[config.mk]
export PLATFORM = sky130hd
export DESIGN_NAME = wieg_regelaar
export DESIGN_NICKNAME = d
export VERILOG_FILES = /design/src/rtl/wieg_regelaar.sv
export SDC_FILE = /design/constraint.sdc
export NUM_CORES = 1
export LEC_CHECK = 0
export ABC_AREA = 1
export CORE_AREA = 8 8 76 58
export CTS_BUF_LIST = sky130_fd_sc_hd__clkbuf_4
export DETAILED_ROUTE_END_ITERATION = 6
export DIE_AREA = 0 0 84 66
export PLACE_DENSITY = 0.75
export SETUP_SLACK_MARGIN = 0.5
export SYNTH_ARGS = -nofsm -noshare
export SYNTH_HDL_FRONTEND = slang
export SYNTH_SLANG_ARGS = --single-unit
[constraint.sdc]
create_clock -name clk -period 2.46 [get_ports clk]
set_clock_uncertainty 0.05 [all_clocks]
set_input_delay 0.492 -clock clk [delete_from_list [all_inputs] [get_ports clk]]
set_output_delay 0.492 -clock clk [all_outputs]
set_load 0.03 [all_outputs]
[src/rtl/wieg_regelaar.sv]
// Cradle rocking controller: adapts the rocking level to crying and stress feedback,
// winds down after sustained silence and drives the motor with a level-proportional PWM.
module wieg_regelaar #(
    parameter int VENSTER      = 16,
    parameter int DREMPEL      = 2,
    parameter int STIL         = 32,
    parameter int START_NIVEAU = 3
) (
    input  logic       clk,
    input  logic       r,
    input  logic       huilActief,
    input  logic       stressLaag,
    output logic [2:0] niveau,
    output logic       motorPwm,
    output logic [1:0] toestand,
    output logic       actief
);

    typedef enum logic [1:0] {
        RUST   = 2'd0,
        WIEGEN = 2'd1,
        AFBOUW = 2'd2
    } toestand_t;

    localparam logic [7:0] WIN_LAST = 8'(VENSTER - 1);
    localparam logic [7:0] STIL_W   = 8'(STIL);
    localparam logic [2:0] START_W  = 3'(START_NIVEAU);

    function automatic logic [3:0] sat_inc4(input logic [3:0] v);
        return (v == 4'hF) ? v : v + 4'd1;
    endfunction

    function automatic logic [7:0] sat_inc8(input logic [7:0] v);
        return (v == 8'hFF) ? v : v + 8'd1;
    endfunction

    function automatic logic [2:0] niv_omhoog(input logic [2:0] v);
        return (v == 3'd7) ? v : v + 3'd1;
    endfunction

    function automatic logic [2:0] niv_omlaag_min1(input logic [2:0] v);
        return (v <= 3'd1) ? 3'd1 : v - 3'd1;
    endfunction

    logic       s_huil_q, s_stress_q;
    toestand_t  state_q, state_d;
    logic [2:0] niveau_q, niveau_d;
    logic [7:0] win_q, win_d;
    logic [3:0] puls_q, puls_d;
    logic [7:0] stil_q, stil_d;
    logic [2:0] pwm_cnt_q;
    logic       motorPwm_q;
    logic       actief_q, actief_d;

    logic       win_end;
    logic [3:0] puls_eff;
    logic [7:0] stil_inc;
    logic       stil_klaar;

    // A pulse in the last window cycle is folded in before the window is judged
    assign win_end    = (win_q == WIN_LAST);
    assign puls_eff   = s_stress_q ? sat_inc4(puls_q) : puls_q;
    assign stil_inc   = sat_inc8(stil_q);
    assign stil_klaar = !s_huil_q && (stil_inc == STIL_W);

    always_comb begin
        state_d = state_q;
        case (state_q)
            RUST:    if (s_huil_q) state_d = WIEGEN;
            WIEGEN:  if (stil_klaar) state_d = AFBOUW;
            AFBOUW: begin
                if (s_huil_q)                         state_d = WIEGEN;
                else if (win_end && niveau_q == 3'd0) state_d = RUST;
            end
            default: state_d = RUST;
        endcase
    end

    always_comb begin
        niveau_d = niveau_q;
        win_d    = 8'd0;
        puls_d   = 4'd0;
        stil_d   = 8'd0;
        actief_d = (state_d != RUST);
        case (state_q)
            RUST: begin
                niveau_d = s_huil_q ? START_W : 3'd0;
            end
            WIEGEN: begin
                if (state_d == WIEGEN) begin
                    stil_d = s_huil_q ? 8'd0 : stil_inc;
                    if (win_end) begin
                        if (int'(puls_eff) >= DREMPEL) niveau_d = niv_omlaag_min1(niveau_q);
                        else if (puls_eff == 4'd0)     niveau_d = niv_omhoog(niveau_q);
                    end else begin
                        win_d  = win_q + 8'd1;
                        puls_d = puls_eff;
                    end
                end
            end
            AFBOUW: begin
                // Crying again outranks a coinciding window end
                if (state_d == WIEGEN) begin
                    niveau_d = (niveau_q == 3'd0) ? 3'd1 : niveau_q;
                end else if (state_d == RUST) begin
                    niveau_d = 3'd0;
                end else if (win_end) begin
                    niveau_d = niveau_q - 3'd1;
                end else begin
                    win_d = win_q + 8'd1;
                end
            end
            default: niveau_d = 3'd0;
        endcase
    end

    always_ff @(posedge clk) begin
        if (r) begin
            s_huil_q   <= 1'b0;
            s_stress_q <= 1'b0;
            state_q    <= RUST;
            niveau_q   <= 3'd0;
            win_q      <= 8'd0;
            puls_q     <= 4'd0;
            stil_q     <= 8'd0;
            pwm_cnt_q  <= 3'd0;
            motorPwm_q <= 1'b0;
            actief_q   <= 1'b0;
        end else begin
            s_huil_q   <= huilActief;
            s_stress_q <= stressLaag;
            state_q    <= state_d;
            niveau_q   <= niveau_d;
            win_q      <= win_d;
            puls_q     <= puls_d;
            stil_q     <= stil_d;
            pwm_cnt_q  <= pwm_cnt_q + 3'd1;
            motorPwm_q <= (pwm_cnt_q < niveau_q);
            actief_q   <= actief_d;
        end
    end

    assign niveau   = niveau_q;
    assign motorPwm = motorPwm_q;
    assign toestand = state_q;
    assign actief   = actief_q;

endmodule

==> flow_metrics.env <==
export IMPL_fmax_ghz=0.441
export IMPL_seq_area_sq_um=656
export IMPL_dr_pass1_iters=4
export IMPL_status="completed"
export IMPL_rsz0062_at_grt="true"
export IMPL_grt_ovfl_total=0
export IMPL_grt_pass1_vias=1620
export IMPL_fillers=245
export IMPL_cap_violations=0
export IMPL_start_kind="flip-flop"
export IMPL_power_uw=1100
export IMPL_cts_root_buf="clkbuf_4"
export IMPL_timing_critical_path_mode_cell="nor2_1"
export IMPL_syn_avg_cell_area_sq_um=7.31
export IMPL_postPlaceCellArea_sq_um=2020
export IMPL_mostFrequentLayoutCell="nor2_1"
export IMPL_slew_violations=0
export IMPL_dr_total_vias=1776
export IMPL_worstHoldPathType="reg2reg"
export IMPL_power_density_nw_per_um2=445
export IMPL_cts_buffers=5
export IMPL_start_util=0.565
export IMPL_ios=11
export IMPL_synth_warning_count=0
export IMPL_clk_path_buf_depth=2
export IMPL_endpoint_kind="flip-flop"
export IMPL_antenna_found_initial=0
export IMPL_wl_per_cell_microns=14.6
export IMPL_htree_levels=2
export IMPL_final_area_sq_um=2460
export IMPL_rows=18
export IMPL_die_h_microns=66
export IMPL_multi_input_area_sq_um=1300
export IMPL_final_util=0.745
export IMPL_route_detailed_drc=0
export IMPL_layout_common_cells="nor2_1 (40), nand2_1 (34), inv_1 (33)"
export IMPL_portBuffers=10
export IMPL_crit_slowest_cell="dfxtp_2"
export IMPL_synth_area_leader_cell="dfxtp_1"
export IMPL_layout_min_cycle_time_ps=2270
export IMPL_crit_fanout=4
export IMPL_insertion_delay_ps=330
export IMPL_crit_path_max_incr_delay_ps=380
export IMPL_grt_use_total=0.155
export IMPL_seq_area_frac_synth=0.342
export IMPL_syn_num_nets=275
export IMPL_required_ps=2690
export IMPL_antenna_cells=0
export IMPL_synthCells=256
export IMPL_tns_ps=0
export IMPL_critPathTopFamily="simple AND/OR/NAND/NOR gates"
export IMPL_maxSlewHeadroom=0.654
export IMPL_drt_initial_drc_count=161
export IMPL_crit_path_cell_trace="buf_6 > ha_4 > nand2_4 > nor2_1 > nand3_1 > nand2_2 > nand3_2 > nor2_4 > nand3_2 > nand2_4 > nand3_4 > or2_0 > a21oi_1 > nor2_1 > nor2_1"
export IMPL_worst_slew_pin_slew_ps=514
export IMPL_cts_tree="built"
export IMPL_grt_max_degree=12
export IMPL_placeableCoreArea_sq_um=3310
export IMPL_ant_nets=0
export IMPL_grt_first_pass_wirelength_microns=7050
export IMPL_cts_sinks=32
export IMPL_place_congestion=0.929
export IMPL_netlist_area_sq_um=1870
export IMPL_drive_gt1_frac=0.326
export IMPL_die_area_sq_um=5540
export IMPL_ys_ff_latch=32
export IMPL_path_class="reg2reg"
export IMPL_area_delta_synth_final_pct=31.8
export IMPL_worst_path_buf_inv=1
export IMPL_drt_wl_total_microns=4840
export IMPL_fin_crit_sh=0.922
export IMPL_clk_pin_slew_ps=100
export IMPL_synth_top_area_frac=0.342
export IMPL_dp_hpwl_microns=2830
export IMPL_finalHoldViolations=0
export IMPL_ys_top_cells_by_area="dfxtp_1 (34%), ha_1 (10%), nand2_1 (9.6%)"
export IMPL_yosysUniqueCellTypes=32
export IMPL_num_nets_final=309
export IMPL_power_leakage_uw=0.00107
export IMPL_vias_per_cell=5.37
export IMPL_finalSetupViolCount=0
export IMPL_whs_ps=387
export IMPL_die_width_microns=84
export IMPL_peakVddDrop_v=0.000421
export IMPL_cp_arrival_ps=2490
area by class of cell:
| cell class | instances | area share |
|---|---|---|
| timing repair buffer | 28 | 0.101 |
| clock buffer | 7 | 0.0213 |
| multi-input combinational | 184 | 0.526 |
| tap | 40 | 0.0203 |
| sequential | 32 | 0.266 |
| clock inverter | 1 | 0.00152 |
| inverter | 39 | 0.0640 |
metrics by stage:
stage          worst slack [ps]  std cells
2_1_floorplan               507        256
3_3_place_gp                316        305
3_5_place_dp                309        305
4_1_cts                     409        321
5_1_grt                    83.7        331
6_report                    192        331
where the power goes:
group / total, uW / internal [uW] / switching [uW] / leakage, uW
Clock: 303 / 132 / 171 / 0.0000338
Sequential: 558 / 539 / 19.2 / 0.000265
Combinational: 235 / 93.3 / 142 / 0.000770
synthesized netlist by cell type:
library cell / n
xnor2_1: 3
inv_1: 36
o21ai_1: 2
clkbuf_1: 1
nor3_2: 2
nand2_1: 48
xor2_1: 4
nor2_1: 42
ha_1: 15
a21boi_1: 1
nand3_4: 2
or2_0: 1
nor3b_1: 2
a21oi_1: 10
nor2_4: 2
inv_2: 3
nand4_1: 5
nor2_2: 4
o211a_1: 1
a31oi_1: 2
nand2_4: 2
nand2_2: 4
dfxtp_1: 32
o21bai_1: 1
nand3_2: 4
o21ai_0: 6
o21a_1: 2
nand3_1: 14
a2111oi_0: 1
o211ai_1: 1
nor4_1: 1
a21o_1: 2
registers in the layout (all words and copies together) (netlist names):
name        flops
motorPwm        1
stil_q          8
win_q           8
pwm_cnt_q       3
toestand        2
actief          1
niveau          3
s_huil_q        1
puls_q          4
s_stress_q      1
per-layer routing:
metal  part of all wire  track usage
met4              0.035       0.0579
met5                  0            0
met1               0.42        0.180
met3              0.051       0.0493
met2               0.49        0.264
cell families (layout without fill, tap and decap cells):
| family | Yosys count | after routing | share of synthesized area |
|---|---|---|---|
| compound gates | 29 | 29 | 0.0930 |
| xor+xnor | 7 | 7 | 0.0328 |
| fa+ha+maj | 15 | 15 | 0.100 |
| buf+inv | 40 | 75 | 0.0803 |
| flops | 32 | 32 | 0.342 |
| simple gates | 133 | 133 | 0.351 |
worst paths after layout:
kind	from	endpoint	slack [ps]	cells after the start
worst max-delay path	stil_q[0]$_SDFF_PP0_	niveau[2]$_SDFFE_PP0P_	190	15
worst min-delay path	win_q[0]$_SDFF_PP0_	win_q[0]$_SDFF_PP0_	390	1
worst max register to register	stil_q[0]$_SDFF_PP0_	niveau[2]$_SDFFE_PP0P_	190	15
worst min register to register	win_q[0]$_SDFF_PP0_	win_q[0]$_SDFF_PP0_	390	1
timing repair:
action | in CTS | in global routing
hold buffers | 0 | 0
setup endpoints to repair | 25 | 25
endpoints found under the hold margin | 0 | 0
pin swaps | 17 | 26
setup buffers | 8 | 10
resized for setup | 23 | 43
Power figures use the tool's default switching activity.
